===== src/rtl/tdc_frame_pkg.sv =====
// rtl/tdc_frame_pkg.sv - shared TDC frame word layout, state encoding and status bit indices
package tdc_frame_pkg;

    localparam logic [3:0] TYPE_HDR   = 4'hA;
    localparam logic [3:0] TYPE_LEAD  = 4'h4;
    localparam logic [3:0] TYPE_TRAIL = 4'h5;
    localparam logic [3:0] TYPE_ERR   = 4'h6;
    localparam logic [3:0] TYPE_TRL   = 4'hC;

    localparam int TYPE_MSB      = 63;
    localparam int TYPE_LSB      = 60;
    localparam int HDR_TRIG_MSB  = 59;
    localparam int HDR_TRIG_LSB  = 56;
    localparam int HDR_LV1_MSB   = 55;
    localparam int HDR_LV1_LSB   = 32;
    localparam int HDR_BX_MSB    = 31;
    localparam int HDR_BX_LSB    = 20;
    localparam int HDR_FEC_MSB   = 19;
    localparam int HDR_FEC_LSB   = 8;
    localparam int HDR_FOV_MSB   = 7;
    localparam int HDR_FOV_LSB   = 4;
    localparam int HDR_H_BIT     = 3;
    localparam int HDR_D_MSB     = 1;
    localparam int HDR_D_LSB     = 0;
    localparam int EDGE_CH_MSB   = 59;
    localparam int EDGE_CH_LSB   = 53;
    localparam int EDGE_T_MSB    = 50;
    localparam int EDGE_T_LSB    = 32;
    localparam int ERR_FLAGS_MSB = 46;
    localparam int ERR_FLAGS_LSB = 32;
    localparam int TRL_LV1_MSB   = 55;
    localparam int TRL_LV1_LSB   = 32;
    localparam int TRL_CNT_MSB   = 19;
    localparam int TRL_CNT_LSB   = 8;

    localparam int EDGE_W = 27;

    typedef enum logic [1:0] {
        ST_IDLE    = 2'd0,
        ST_PAYLOAD = 2'd1,
        ST_CLOSE   = 2'd2
    } state_t;

    localparam int STAT_TDC_ERR  = 0;
    localparam int STAT_LV1_MM   = 1;
    localparam int STAT_CNT_MM   = 2;
    localparam int STAT_OVERFLOW = 3;
    localparam int STAT_TRUNC    = 4;
    localparam int STAT_TIMEOUT  = 5;

endpackage


===== src/rtl/tdc_edge_out_reg.sv =====
// rtl/tdc_edge_out_reg.sv - one-deep valid/ready holding register for decoded edges
module tdc_edge_out_reg #(
    parameter int W = 27
) (
    input  logic         clk,
    input  logic         rst,
    input  logic         load,
    input  logic [W-1:0] load_data,
    output logic         load_ok,
    output logic [W-1:0] out_data,
    output logic         out_valid,
    input  logic         out_ready
);

    assign load_ok = !out_valid || out_ready;

    always_ff @(posedge clk or posedge rst) begin
        if (rst) begin
            out_valid <= 1'b0;
            out_data  <= '0;
        end else if (load) begin
            out_valid <= 1'b1;
            out_data  <= load_data;
        end else if (out_ready) begin
            out_valid <= 1'b0;
        end
    end

endmodule


===== src/rtl/tdc_event_frame_parser.sv =====
// rtl/tdc_event_frame_parser.sv - validates TDC event frames, forwards edges, reports per-event status
module tdc_event_frame_parser
    import tdc_frame_pkg::*;
#(
    parameter int MAX_EDGES      = 128,
    parameter int TIMEOUT_CYCLES = 1024,
    parameter int CNT_W          = 16
) (
    input  logic             clk,
    input  logic             rst,
    input  logic [63:0]      in_data,
    input  logic             in_valid,
    output logic             in_ready,
    output logic [3:0]       hdr_trigger_type,
    output logic [23:0]      hdr_lv1,
    output logic [11:0]      hdr_bx,
    output logic [11:0]      hdr_fec_id,
    output logic [3:0]       hdr_fov,
    output logic             hdr_h,
    output logic [1:0]       hdr_d,
    output logic [6:0]       edge_channel,
    output logic [18:0]      edge_time,
    output logic             edge_trailing,
    output logic             edge_valid,
    input  logic             edge_ready,
    output logic             event_done,
    output logic [5:0]       event_status,
    output logic [14:0]      event_error_flags,
    output logic [11:0]      event_word_count,
    output logic [CNT_W-1:0] dropped_words,
    output logic [CNT_W-1:0] event_count
);

    localparam int FWD_W = $clog2(MAX_EDGES + 1);
    localparam int TMR_W = $clog2(TIMEOUT_CYCLES + 1);
    localparam logic [FWD_W-1:0] FWD_MAX  = FWD_W'(MAX_EDGES);
    localparam logic [FWD_W-1:0] FWD_ONE  = FWD_W'(1);
    localparam logic [TMR_W-1:0] TMR_LAST = TMR_W'(TIMEOUT_CYCLES - 1);
    localparam logic [TMR_W-1:0] TMR_ONE  = TMR_W'(1);
    localparam logic [CNT_W-1:0] CNT_ONE  = CNT_W'(1);

    state_t             state;
    logic               pending_hdr;
    logic [11:0]        word_count;
    logic [FWD_W-1:0]   fwd_count;
    logic               overflow_q;
    logic               tdc_err_q;
    logic [14:0]        err_flags;
    logic [TMR_W-1:0]   timer;

    logic [3:0]         w_type;
    logic               is_hdr, is_edge, is_err, is_trl;
    logic               accept, in_payload, timeout_hit, close_now;
    logic               edge_load, edge_load_ok;
    logic [EDGE_W-1:0]  edge_bits;
    logic [11:0]        wc_inc;
    logic [5:0]         close_status;
    logic               unused_bits;

    assign unused_bits = in_data[2];

    assign w_type  = in_data[TYPE_MSB:TYPE_LSB];
    assign is_hdr  = (w_type == TYPE_HDR);
    assign is_edge = (w_type == TYPE_LEAD) || (w_type == TYPE_TRAIL);
    assign is_err  = (w_type == TYPE_ERR);
    assign is_trl  = (w_type == TYPE_TRL);

    assign in_ready    = (state != ST_CLOSE) && edge_load_ok;
    assign accept      = in_valid && in_ready;
    assign in_payload  = (state == ST_PAYLOAD);
    // An accepted word always beats a timer expiry in the same cycle.
    assign timeout_hit = in_payload && !accept && (timer == TMR_LAST);
    assign close_now   = in_payload && ((accept && (is_trl || is_hdr)) || timeout_hit);
    assign edge_load   = accept && in_payload && is_edge && (fwd_count < FWD_MAX);
    assign wc_inc      = (word_count == 12'hFFF) ? word_count : word_count + 12'd1;

    always_comb begin
        close_status                = '0;
        close_status[STAT_TDC_ERR]  = tdc_err_q;
        close_status[STAT_OVERFLOW] = overflow_q;
        close_status[STAT_LV1_MM]   = accept && is_trl
                                      && (in_data[TRL_LV1_MSB:TRL_LV1_LSB] != hdr_lv1);
        close_status[STAT_CNT_MM]   = accept && is_trl
                                      && (in_data[TRL_CNT_MSB:TRL_CNT_LSB] != word_count);
        close_status[STAT_TRUNC]    = accept && is_hdr;
        close_status[STAT_TIMEOUT]  = timeout_hit;
    end

    tdc_edge_out_reg #(.W(EDGE_W)) u_edge_out (
        .clk       (clk),
        .rst       (rst),
        .load      (edge_load),
        .load_data ({(w_type == TYPE_TRAIL),
                     in_data[EDGE_CH_MSB:EDGE_CH_LSB],
                     in_data[EDGE_T_MSB:EDGE_T_LSB]}),
        .load_ok   (edge_load_ok),
        .out_data  (edge_bits),
        .out_valid (edge_valid),
        .out_ready (edge_ready)
    );

    assign {edge_trailing, edge_channel, edge_time} = edge_bits;

    // A header is latched whether it opens an event from IDLE or truncates the open one.
    always_ff @(posedge clk or posedge rst) begin
        if (rst) begin
            hdr_trigger_type <= '0;
            hdr_lv1          <= '0;
            hdr_bx           <= '0;
            hdr_fec_id       <= '0;
            hdr_fov          <= '0;
            hdr_h            <= 1'b0;
            hdr_d            <= '0;
        end else if (accept && is_hdr) begin
            hdr_trigger_type <= in_data[HDR_TRIG_MSB:HDR_TRIG_LSB];
            hdr_lv1          <= in_data[HDR_LV1_MSB:HDR_LV1_LSB];
            hdr_bx           <= in_data[HDR_BX_MSB:HDR_BX_LSB];
            hdr_fec_id       <= in_data[HDR_FEC_MSB:HDR_FEC_LSB];
            hdr_fov          <= in_data[HDR_FOV_MSB:HDR_FOV_LSB];
            hdr_h            <= in_data[HDR_H_BIT];
            hdr_d            <= in_data[HDR_D_MSB:HDR_D_LSB];
        end
    end

    always_ff @(posedge clk or posedge rst) begin
        if (rst) begin
            state             <= ST_IDLE;
            pending_hdr       <= 1'b0;
            word_count        <= '0;
            fwd_count         <= '0;
            overflow_q        <= 1'b0;
            tdc_err_q         <= 1'b0;
            err_flags         <= '0;
            timer             <= '0;
            event_done        <= 1'b0;
            event_status      <= '0;
            event_error_flags <= '0;
            event_word_count  <= '0;
            dropped_words     <= '0;
            event_count       <= '0;
        end else begin
            event_done <= 1'b0;
            case (state)
                ST_IDLE: begin
                    if (accept) begin
                        if (is_hdr) begin
                            state <= ST_PAYLOAD;
                        end else if (dropped_words != '1) begin
                            dropped_words <= dropped_words + CNT_ONE;
                        end
                    end
                end
                ST_PAYLOAD: begin
                    if (accept) begin
                        timer <= '0;
                    end else if (!timeout_hit) begin
                        timer <= timer + TMR_ONE;
                    end
                    if (accept) begin
                        if (is_edge) begin
                            word_count <= wc_inc;
                            if (fwd_count < FWD_MAX) begin
                                fwd_count <= fwd_count + FWD_ONE;
                            end else begin
                                overflow_q <= 1'b1;
                            end
                        end else if (is_err) begin
                            word_count <= wc_inc;
                            err_flags  <= err_flags | in_data[ERR_FLAGS_MSB:ERR_FLAGS_LSB];
                            tdc_err_q  <= 1'b1;
                        end else if (is_hdr) begin
                            pending_hdr <= 1'b1;
                        end else if (!is_trl) begin
                            word_count <= wc_inc;
                            tdc_err_q  <= 1'b1;
                        end
                    end
                    if (close_now) begin
                        state             <= ST_CLOSE;
                        event_done        <= 1'b1;
                        event_status      <= close_status;
                        event_error_flags <= err_flags;
                        event_word_count  <= word_count;
                    end
                end
                ST_CLOSE: begin
                    event_count <= event_count + CNT_ONE;
                    word_count  <= '0;
                    fwd_count   <= '0;
                    overflow_q  <= 1'b0;
                    tdc_err_q   <= 1'b0;
                    err_flags   <= '0;
                    timer       <= '0;
                    pending_hdr <= 1'b0;
                    state       <= pending_hdr ? ST_PAYLOAD : ST_IDLE;
                end
                default: state <= ST_IDLE;
            endcase
        end
    end

endmodule


===== config.mk =====
export PLATFORM = sky130hd
export DESIGN_NAME = tdc_event_frame_parser
export DESIGN_NICKNAME = d
export VERILOG_FILES = /design/src/rtl/tdc_frame_pkg.sv /design/src/rtl/tdc_edge_out_reg.sv /design/src/rtl/tdc_event_frame_parser.sv
export SDC_FILE = /design/constraint.sdc
export NUM_CORES = 1
export LEC_CHECK = 0
export CORE_ASPECT_RATIO = 1.1
export CORE_MARGIN = 1.5
export CORE_UTILIZATION = 25
export CTS_CLUSTER_DIAMETER = 80
export DETAILED_ROUTE_END_ITERATION = 10
export PLACE_DENSITY = 0.47
export SYNTH_ARGS = -nofsm -noshare
export SYNTH_HDL_FRONTEND = slang
export SYNTH_SLANG_ARGS = --single-unit

===== constraint.sdc =====
create_clock -name clk -period 7.77 [get_ports clk]
set_input_delay 1.554 -clock clk [delete_from_list [all_inputs] [get_ports clk]]
set_output_delay 1.554 -clock clk [all_outputs]
set_load 0.02 [all_outputs]

==> flow_metrics.env, run 1 <==
export IMPL_outcome="finished, final reports clean"
export IMPL_max_clock_freq_ghz=0.205
export IMPL_core_area_sq_um=36000
export IMPL_ys_types=54
export IMPL_r2r_end="event_status[3]"
export IMPL_multi_input_area_sq_um=3720
export IMPL_worst_setup_path_start_kind="input pin"
export IMPL_worst_path_max_fanout=13
export IMPL_netlist_area_sq_um=9100
export IMPL_drt_first_pass_iters=6
export IMPL_ctsRootBufferMaster="clkbuf_16"
export IMPL_cts_sinks=204
export IMPL_grt_pass1_vias=7120
export IMPL_async_flop_share_pct=100
export IMPL_cp_required_ns=6.22
export IMPL_holdPathEnd="event_count[15]"
export IMPL_avgSynthCellArea_sq_um=10.1
export IMPL_ys_ff_latch=204
export IMPL_htreeDepth=1
export IMPL_gp_congestion=0.772
export IMPL_hold_buffers=0
export IMPL_synthToLayoutAreaGrowth_pct=38.0
export IMPL_clk_pin_slew_ns=0.05
export IMPL_track_usage_pct=13.9
export IMPL_r2r_worst_path_cells=7
export IMPL_wire_per_inst_um=16.2
export IMPL_worst_setup_path_end_kind="output pin"
export IMPL_skew_ns=0.00546
export IMPL_seq_area_sq_um=5100
export IMPL_antenna_found_initial=0
export IMPL_layout_nets=1194
export IMPL_dpl_cell_count=1576
export IMPL_relSlewSlack_pct=26.9
export IMPL_antennaDiodeCount=0
export IMPL_grt_pass1_wl_um=41100
export IMPL_syn_inst=904
export IMPL_cp_data_arrival_time_ns=3.32
export IMPL_ant_nets=0
export IMPL_yosysWarnings=0
export IMPL_cts_setup_buffers=0
export IMPL_tns_ns=0
export IMPL_r2r_setup_slack_ns=4.46
export IMPL_ir_worst_vdd_uv=156
export IMPL_insertion_delay_ns=0.51
export IMPL_cellLeakagePower_uw=0.00570
export IMPL_p_per_area_nw_per_um2=364
export IMPL_dp_final_hpwl_um=17300
export IMPL_post_route_drc_count=0
export IMPL_drt_iter0_drc=251
export IMPL_synth_fp_nets=982
export IMPL_die_h_um=203
export IMPL_cts_resized=0
export IMPL_fillers=3715
export IMPL_crit_type="in2out"
export IMPL_ios=222
export IMPL_row_count=73
export IMPL_hold_path_depth=1
export IMPL_setup_viol=0
export IMPL_final_layout_size_suffix_gt1_share_pct=7.51
export IMPL_rsz0062_at_grt="false"
export IMPL_die_x_um=185
export IMPL_vias_per_cell=4.35
export IMPL_min_delay_start="event_count[15]"
export IMPL_start_util_pct=25.3
export IMPL_period_minus_slack_ns=4.87
export IMPL_min_period_over_period_pct=62.7
export IMPL_synth_ff_type="dfrtp_1"
export IMPL_worst_pin_slew_ns=1.10
export IMPL_maxCapViolations=0
export IMPL_reg2reg_from="state[0]"
export IMPL_port_buffers=220
export IMPL_hold_viol_final=0
export IMPL_grt_overflow=0
export IMPL_cts_inserted_buffers=25
export IMPL_routed_wl_um=26200
export IMPL_num_vias=7041
export IMPL_min_path_type="reg2reg"
export IMPL_cts_tree="done"
export IMPL_dieArea_sq_um=37600
export IMPL_report_final_slew_viol_count=0
export IMPL_seq_area_frac_synth_pct=56.1
export IMPL_synth_edf_count=0
export IMPL_cts_buffer_depth=3
export IMPL_fin_cells=1619
export IMPL_whs_ns=0.464
export IMPL_grt_max_degree=146
layout make-up:
cell class | count | area share (%)
Tap cell | 487 | 4.85
Sequential cell | 204 | 40.6
Timing Repair Buffer | 227 | 17.9
Multi-Input combinational cell | 642 | 29.6
Clock inverter | 6 | 0.637
Inverter | 16 | 0.538
Clock buffer | 37 | 5.81
cell usage in the layout (no fill, tap or decap), types with 12 or more instances in the layout:
master           count
clkdlybuf4s50_1    220
nand3_1             29
nand4_1             22
clkbuf_16           25
xnor2_1             29
inv_1               15
nor2_1              42
dfrtp_1            204
nor4_1              12
o21ai_0             20
xor2_1              42
mux2_4              24
nand2_1            291
a21oi_1             23
Yosys cell counts (all sizes together) (3+ instances only):
master  instances  share of area (%)
nand2b          6               0.41
and4            5               0.48
mux2           32                4.9
ha             10                1.4
a41oi           4               0.38
a21oi          23                1.3
nand2         291                 12
o31ai           5               0.41
a211o           3               0.29
xor2           42                4.0
dfrtp         204                 56
xnor2          29                2.8
nor3            7               0.44
nand4          22                1.5
a31oi           4               0.27
o21ai          22                1.2
or4             3               0.25
o22ai           5               0.49
a21o            3               0.25
nand3          29                1.6
clkbuf         22               0.91
nor2           42                1.7
inv            16               0.66
nor4           12               0.82
nor2b           9               0.62
and3            9               0.62
buf            20                1.6
cells by family after synthesis:
| logic type | Yosys count | synth area share, % |
|---|---|---|
| AO/OA/AOI/OAI | 83 | 6.20 |
| XOR/XNOR | 71 | 6.83 |
| adder cells (fa/ha/maj) | 10 | 1.37 |
| buffers and inverters | 58 | 3.17 |
| flip-flops | 204 | 56.1 |
| multiplexers | 32 | 4.95 |
| AND/OR/NAND/NOR | 446 | 21.4 |
worst max path at each step:
stage | endpoint | from | slack [ns] | cells after the start
2_1_floorplan | dropped_words[0] | rst | 0.65 | 1
3_3_place_gp | in_ready | edge_ready | 2.89 | 4
3_5_place_dp | in_ready | edge_ready | 2.85 | 4
4_1_cts | in_ready | edge_ready | 2.85 | 4
5_1_grt | in_ready | edge_ready | 2.74 | 4
6_report | in_ready | edge_ready | 2.90 | 4
registers in the layout, indices dropped and copies added (netlist names):
| name | cells |
|---|---|
| pending_hdr | 1 |
| event_error_flags | 15 |
| hdr_fov | 4 |
| event_word_count | 12 |
| hdr_d | 2 |
| tdc_err_q | 1 |
| hdr_bx | 12 |
| event_done | 1 |
| u_edge_out.out_data | 27 |
| hdr_lv1 | 24 |
| err_flags | 15 |
| event_count | 16 |
| overflow_q | 1 |
| hdr_h | 1 |
| fwd_count | 8 |
| hdr_fec_id | 12 |
| dropped_words | 16 |
| event_status | 6 |
| hdr_trigger_type | 4 |
| u_edge_out.out_valid | 1 |
| timer | 11 |
| word_count | 12 |
| state | 2 |
layer usage:
layer / vias up / global-route usage [%] / wire length (um)
li1: 3432 / - / -
met1: 3385 / 18.4 / 12000
met2: 196 / 21.8 / 11600
met3: 28 / 5.04 / 2270
met4: 0 / 2.58 / 353
met5: - / 0 / 0
where the power goes:
| group | switching [uW] | internal, uW | total [uW] |
|---|---|---|---|
| sequential | 281 | 1400 | 1680 |
| combinational | 928 | 797 | 1720 |
| clock | 455 | 710 | 1170 |
critical path, stage by stage:
cell	delay, ns
clkdlybuf4s50_1	0.50
nand2b_1	0.40
nor2b_1	0.20
clkdlybuf4s50_1	0.65
per-stage QoR:
| stage | total power [uW] | area, sq um | worst slack [ns] | util [%] |
|---|---|---|---|---|
| finish | 4570 | 12600 | 2.90 | 34.9 |
| global route | 4870 | 12600 | 2.74 | 34.9 |
| CTS | 4660 | 12600 | 2.85 | 34.9 |
| detailed placement | 3440 | 11800 | 2.85 | 32.7 |
| global placement | 3430 | 11800 | 2.89 | 32.7 |
| floorplan | 2620 | 9100 | 0.649 | - |
(Power assumes the default switching activity.)
==> run 2, diff against run 1 <==
clock period = 4.9 ns   (was 7.77 ns; I/O delays follow)
==> run 2 against run 1 <==
  * First-iteration DRC count shrank 4.8%
  * Die area did not move
  * Critical path depth did not move
  * Register-to-register slack lost 2.4 ns
  * Sequential share of layout area is 0.57 points lower
  * Setup slack worse by 1.5 ns
  * Core utilization rose by 0.50 points
  * Sequential power increased by 59%
  * Final area rose by 1.4%
  * Sequential cell count stayed put
  * Count of clock-buffer cells in the layout down 3
  * Via count is 0.45% higher
  * Critical endpoint unchanged
  * Largest power group unchanged
  * Highest routed layer unchanged
==> flow_metrics.env, run 2 (synthesis gave the netlist of run 1 again) <==
export IMPL_outcome="finished, final reports clean"
export IMPL_regMostFlops="u_edge_out.out_data"
export IMPL_r2r_setup_slack_ns=2.10
export IMPL_grt_pass1_vias=7265
export IMPL_grt_pass1_wl_um=41600
export IMPL_relSlewSlack_pct=33.2
export IMPL_pwr_share_seq_pct=35.9
export IMPL_report_final_slew_viol_count=0
export IMPL_critical_path_buf_inv_count=2
export IMPL_cp_required_ns=3.92
export IMPL_skew_ns=0.0176
export IMPL_path_common_cell="clkdlybuf4s50_1"
export IMPL_final_layout_size_suffix_gt1_share_pct=8.50
export IMPL_p_per_area_nw_per_um2=585
export IMPL_die_h_um=203
export IMPL_maxCapViolations=0
export IMPL_endpoint="in_ready"
export IMPL_worst_path_max_fanout=6
export IMPL_crit_type="in2out"
export IMPL_fin_cells=1628
export IMPL_period_minus_slack_ns=3.55
export IMPL_dp_final_hpwl_um=17400
export IMPL_fin_ws_ns=1.35
export IMPL_die_x_um=185
export IMPL_utilization_pct=35.4
export IMPL_grt_max_degree=111
export IMPL_reg_largest_list="u_edge_out.out_data: 27 flops, hdr_lv1: 24 flops"
export IMPL_layout_nets=1198
export IMPL_min_period_over_period_pct=72.4
export IMPL_min_path_type="reg2reg"
export IMPL_grt_overflow=0
export IMPL_cp_num_cells=4
export IMPL_path_delay_family="buffers and inverters"
export IMPL_dpl_cell_count=1578
export IMPL_ant_nets=0
export IMPL_largest_reg_flops=27
export IMPL_reg2reg_from="state[0]"
export IMPL_worst_setup_path_start_kind="input pin"
export IMPL_antennaDiodeCount=0
export IMPL_swShare_pct=35.9
export IMPL_max_stage_delay_ns=0.65
export IMPL_htreeDepth=1
export IMPL_post_route_drc_count=0
export IMPL_power_switching_uw=2680
export IMPL_rsz0062_at_grt="false"
export IMPL_synthToLayoutAreaGrowth_pct=40.0
export IMPL_gp_congestion=0.753
export IMPL_cts_buffer_depth=3
export IMPL_vias_per_cell=4.34
export IMPL_clkPwrFrac_pct=27.6
export IMPL_cts_inserted_buffers=27
export IMPL_worst_pin_slew_ns=0.998
export IMPL_tns_ns=0
export IMPL_row_count=73
export IMPL_r2r_worst_path_cells=6
export IMPL_core_area_sq_um=36000
export IMPL_dieArea_sq_um=37600
export IMPL_hold_buffers=0
export IMPL_cp_slowest_cell="clkdlybuf4s50_1"
export IMPL_final_cell_mix="nand2_1 (291), clkdlybuf4s50_1 (220), dfrtp_1 (204), nor2_1 (42), xor2_1 (42)"
export IMPL_cp_data_arrival_time_ns=2.57
export IMPL_pre_cts_slack_ns=1.28
export IMPL_r2r_end="dropped_words[1]"
export IMPL_layout_commonest_cell="nand2_1"
export IMPL_setup_viol=0
export IMPL_ios=222
export IMPL_ir_worst_vdd_uv=295
export IMPL_drt_first_pass_iters=4
export IMPL_insertion_delay_ns=0.53
export IMPL_clk_pin_slew_ns=0.06
export IMPL_cts_setup_buffers=0
export IMPL_cts_tree="done"
export IMPL_drt_iter0_drc=239
export IMPL_max_clock_freq_ghz=0.282
export IMPL_antenna_found_initial=0
export IMPL_p_int_uw=4780
export IMPL_cellLeakagePower_uw=0.00577
export IMPL_p_comb_share_pct=36.6
export IMPL_crit_chain="clkdlybuf4s50_1 > nand2b_1 > nor2b_1 > clkdlybuf4s50_1"
export IMPL_startpoint="edge_ready"
export IMPL_port_buffers=220
export IMPL_ctsRootBufferMaster="clkbuf_16"
export IMPL_hold_viol_final=0
export IMPL_wire_per_inst_um=15.9
export IMPL_start_util_pct=25.3
export IMPL_routed_wl_um=25800
export IMPL_num_vias=7073
export IMPL_cts_sinks=204
export IMPL_cts_resized=0
export IMPL_worst_setup_path_end_kind="output pin"
export IMPL_track_usage_pct=13.9
run 2: layout make-up:
class                      count  area [sq um]
clock buffer                  34           742
multi-input combinational    642          3720
inverter                      16          63.8
timing repair buffer         229          2310
clock inverter                16           200
tap                          487           609
fill                        3644         23200
sequential                   204          5100
run 2: worst reg2reg max path: cells and delay by family (launching register included):
family	cells	cell delay [ns]
mux	1	0.41
buf+inv	1	0.09
fa+ha+maj	1	0.22
compound gates	1	0.75
simple gates	2	0.82
flops	1	0.39
run 2: stage by stage:
step | total power (uW) | hold slack (ns) | instance area [sq um]
final | 7450 | 0.467 | 12700
after global placement | 5440 | 0.460 | 11800
after floorplan | 4150 | 0.446 | 9110
after detailed placement | 5470 | 0.463 | 11800
after global routing | 7950 | 0.493 | 12700
after CTS | 7600 | 0.474 | 12700
run 2: worst min-delay path by stage:
stage	startpoint	end	slack, ns	cells past startpoint
after detailed placement	u_edge_out.out_data[1]	u_edge_out.out_data[1]	0.46	2
final	event_count[15]	event_count[15]	0.47	1
after global routing	hdr_fec_id[6]	hdr_fec_id[6]	0.49	2
after floorplan	timer[9]	timer[9]	0.45	1
after global placement	u_edge_out.out_data[10]	u_edge_out.out_data[10]	0.46	2
after CTS	event_count[15]	event_count[15]	0.47	1
run 2: layer usage:
metal  routed length, um  vias up  track usage (%)
li1                    -     3447                -
met2               11800      187             22.4
met1               11500     3409             18.1
met4                 366        0             2.87
met3                2100       30             4.55
met5                   0        -                0
run 2: power groups by stage:
stage,registers [uW],clock network (uW),logic [uW]
finish,2670,2050,2720
global route,2770,2190,2990
CTS,2680,2140,2780
detailed placement,2690,0,2770
global placement,2680,0,2760
floorplan,3100,0,1060
==> run 3, diff against run 2 <==
clock period = 3.4 ns   (was 4.9 ns; I/O delays follow)
==> run 3 against run 2 <==
  * First-iteration DRC count grew 14%
  * Non-clock buffer count grew 8
  * Largest power group unchanged
  * Largest cell class unchanged
  * Worst hold slack gained 0.0026 ns
  * Clock skew shrank 0.0046 ns
  * Register-to-register slack lost 1.1 ns
  * Sequential cell count is the same
==> flow_metrics.env, run 3 (synthesis gave the netlist of run 1 again) <==
export IMPL_layout_nets=1204
export IMPL_port_buffers=220
export IMPL_crit_type="reg2out"
export IMPL_track_usage_pct=13.9
export IMPL_cts_sinks=204
export IMPL_layout_commonest_cell="nand2_1"
export IMPL_final_layout_size_suffix_gt1_share_pct=8.73
export IMPL_cts_setup_buffers=0
export IMPL_cp_slowest_cell="clkdlybuf4s50_1"
export IMPL_grt_pass1_vias=7309
export IMPL_grt_max_degree=105
export IMPL_worst_pin_slew_ns=0.623
export IMPL_report_final_slew_viol_count=0
export IMPL_cp_required_ns=2.72
export IMPL_cts_buffer_depth=3
export IMPL_setup_viol=0
export IMPL_min_period_over_period_pct=84.9
export IMPL_die_x_um=185
export IMPL_period_minus_slack_ns=2.89
export IMPL_drt_first_pass_iters=4
export IMPL_die_h_um=203
export IMPL_dpl_cell_count=1586
export IMPL_rsz0062_at_grt="false"
export IMPL_crit_chain="inv_1 > ha_1 > nor2b_1 > clkdlybuf4s50_1"
export IMPL_hold_buffers=0
export IMPL_worst_setup_path_end_kind="output pin"
export IMPL_maxCapViolations=0
export IMPL_outcome="finished, final reports clean"
export IMPL_cellLeakagePower_uw=0.00578
export IMPL_dieArea_sq_um=37600
export IMPL_core_area_sq_um=36000
export IMPL_insertion_delay_ns=0.53
export IMPL_reg_largest_list="u_edge_out.out_data: 27 flops, hdr_lv1: 24 flops"
export IMPL_start_util_pct=25.3
export IMPL_skew_ns=0.0130
export IMPL_placed_cell_area_sq_um=11900
export IMPL_drt_iter0_drc=273
export IMPL_htreeDepth=1
export IMPL_antennaDiodeCount=0
export IMPL_gp_congestion=0.775
export IMPL_cts_inserted_buffers=25
export IMPL_antenna_found_initial=0
export IMPL_clk_pin_slew_ns=0.06
export IMPL_whs_ns=0.469
export IMPL_worst_setup_path_start_kind="flop"
export IMPL_min_path_type="reg2reg"
export IMPL_r2r_worst_path_cells=7
export IMPL_wire_per_inst_um=15.8
export IMPL_max_stage_delay_ns=0.68
export IMPL_ant_nets=0
export IMPL_worst_path_max_fanout=6
export IMPL_hold_viol_final=0
export IMPL_grt_pass1_wl_um=41600
export IMPL_critical_path_buf_inv_count=2
export IMPL_vias_per_cell=4.33
export IMPL_max_clock_freq_ghz=0.346
export IMPL_relSlewSlack_pct=58.4
export IMPL_post_route_drc_count=0
export IMPL_fin_cells=1632
export IMPL_p_per_area_nw_per_um2=824
export IMPL_num_vias=7061
export IMPL_regMostFlops="u_edge_out.out_data"
export IMPL_ctsRootBufferMaster="clkbuf_16"
export IMPL_hold_path_depth=2
export IMPL_routed_wl_um=25800
export IMPL_ios=222
export IMPL_cts_resized=0
export IMPL_cts_tree="done"
export IMPL_cp_data_arrival_time_ns=2.21
export IMPL_tns_ns=0
export IMPL_largest_reg_flops=27
export IMPL_final_cell_mix="nand2_1 (291), clkdlybuf4s50_1 (220), dfrtp_1 (204), nor2_1 (42), xor2_1 (42)"
export IMPL_path_delay_family="buffers and inverters"
export IMPL_grt_overflow=0
export IMPL_cp_num_cells=4
export IMPL_row_count=73
export IMPL_postLayoutCellArea_sq_um=12700
export IMPL_ir_worst_vdd_uv=376
export IMPL_synthToLayoutAreaGrowth_pct=39.7
export IMPL_dp_final_hpwl_um=17400
==> run 3: changes by cell type in the layout (fill, tap and decap cells not counted), moves of 2 or more <==
| cell | change |
|---|---|
| bufinv_16 | -3 |
| buf_12 | +3 |
| clkinv_2 | +2 |
| buf_4 | +5 |
| clkbuf_16 | -2 |
| clkinvlp_4 | -5 |
| clkbuf_8 | +3 |
==> run 3: per-layer routing <==
layer / global-route usage (%) / vias up / wire length [um]
li1: - / 3455 / -
met4: 2.61 / 0 / 386
met3: 4.93 / 23 / 2190
met2: 22.0 / 180 / 11600
met1: 18.4 / 3403 / 11700
met5: 0 / - / 0
==> run 3: path summary, 6_finish.rpt <==
| check | start | end | slack, ns |
|---|---|---|---|
| min | hdr_bx[0] | hdr_bx[0] | 0.47 |
| max reg2reg | state[1] | timer[2] | 0.96 |
| max | state[0] | in_ready | 0.51 |
| min in group asynchronous | rst | u_edge_out.out_valid | 0.69 |
| min reg2reg | hdr_bx[0] | hdr_bx[0] | 0.47 |
| max in group asynchronous | rst | hdr_lv1[8] | 2.21 |
==> run 3: layout make-up <==
| cell class | count | area, sq um |
|---|---|---|
| Sequential cell | 204 | 5100 |
| Clock inverter | 10 | 82.6 |
| Multi-Input combinational cell | 642 | 3720 |
| Fill cell | 3725 | 23300 |
| Tap cell | 487 | 609 |
| Inverter | 16 | 63.8 |
| Clock buffer | 36 | 737 |
| Timing Repair Buffer | 237 | 2400 |
==> run 3: worst reg2reg max path: cells and delay by family, from the launching register on <==
kind | cells | cell delay, ns
simple gates | 1 | 0.32
fa+ha+maj | 1 | 0.36
flops | 1 | 0.41
buf+inv | 2 | 0.32
compound gates | 3 | 0.91
==> run 3: metrics by stage <==
step,util (%),total power [uW],setup WS (ns)
2_1_floorplan,-,5990,0.0757
3_3_place_gp,33.1,7890,0.479
3_5_place_dp,33.1,7920,0.485
4_1_cts,35.3,10700,0.484
5_1_grt,35.3,11200,0.392
6_report,35.3,10500,0.513
==> run 3: where the power goes <==
part	leakage, uW	internal, uW	switching (uW)
combinational	0.00273	1860	2130
clock	0.000414	1580	1060
sequential	0.00264	3210	639
total	0.00578	6650	3830
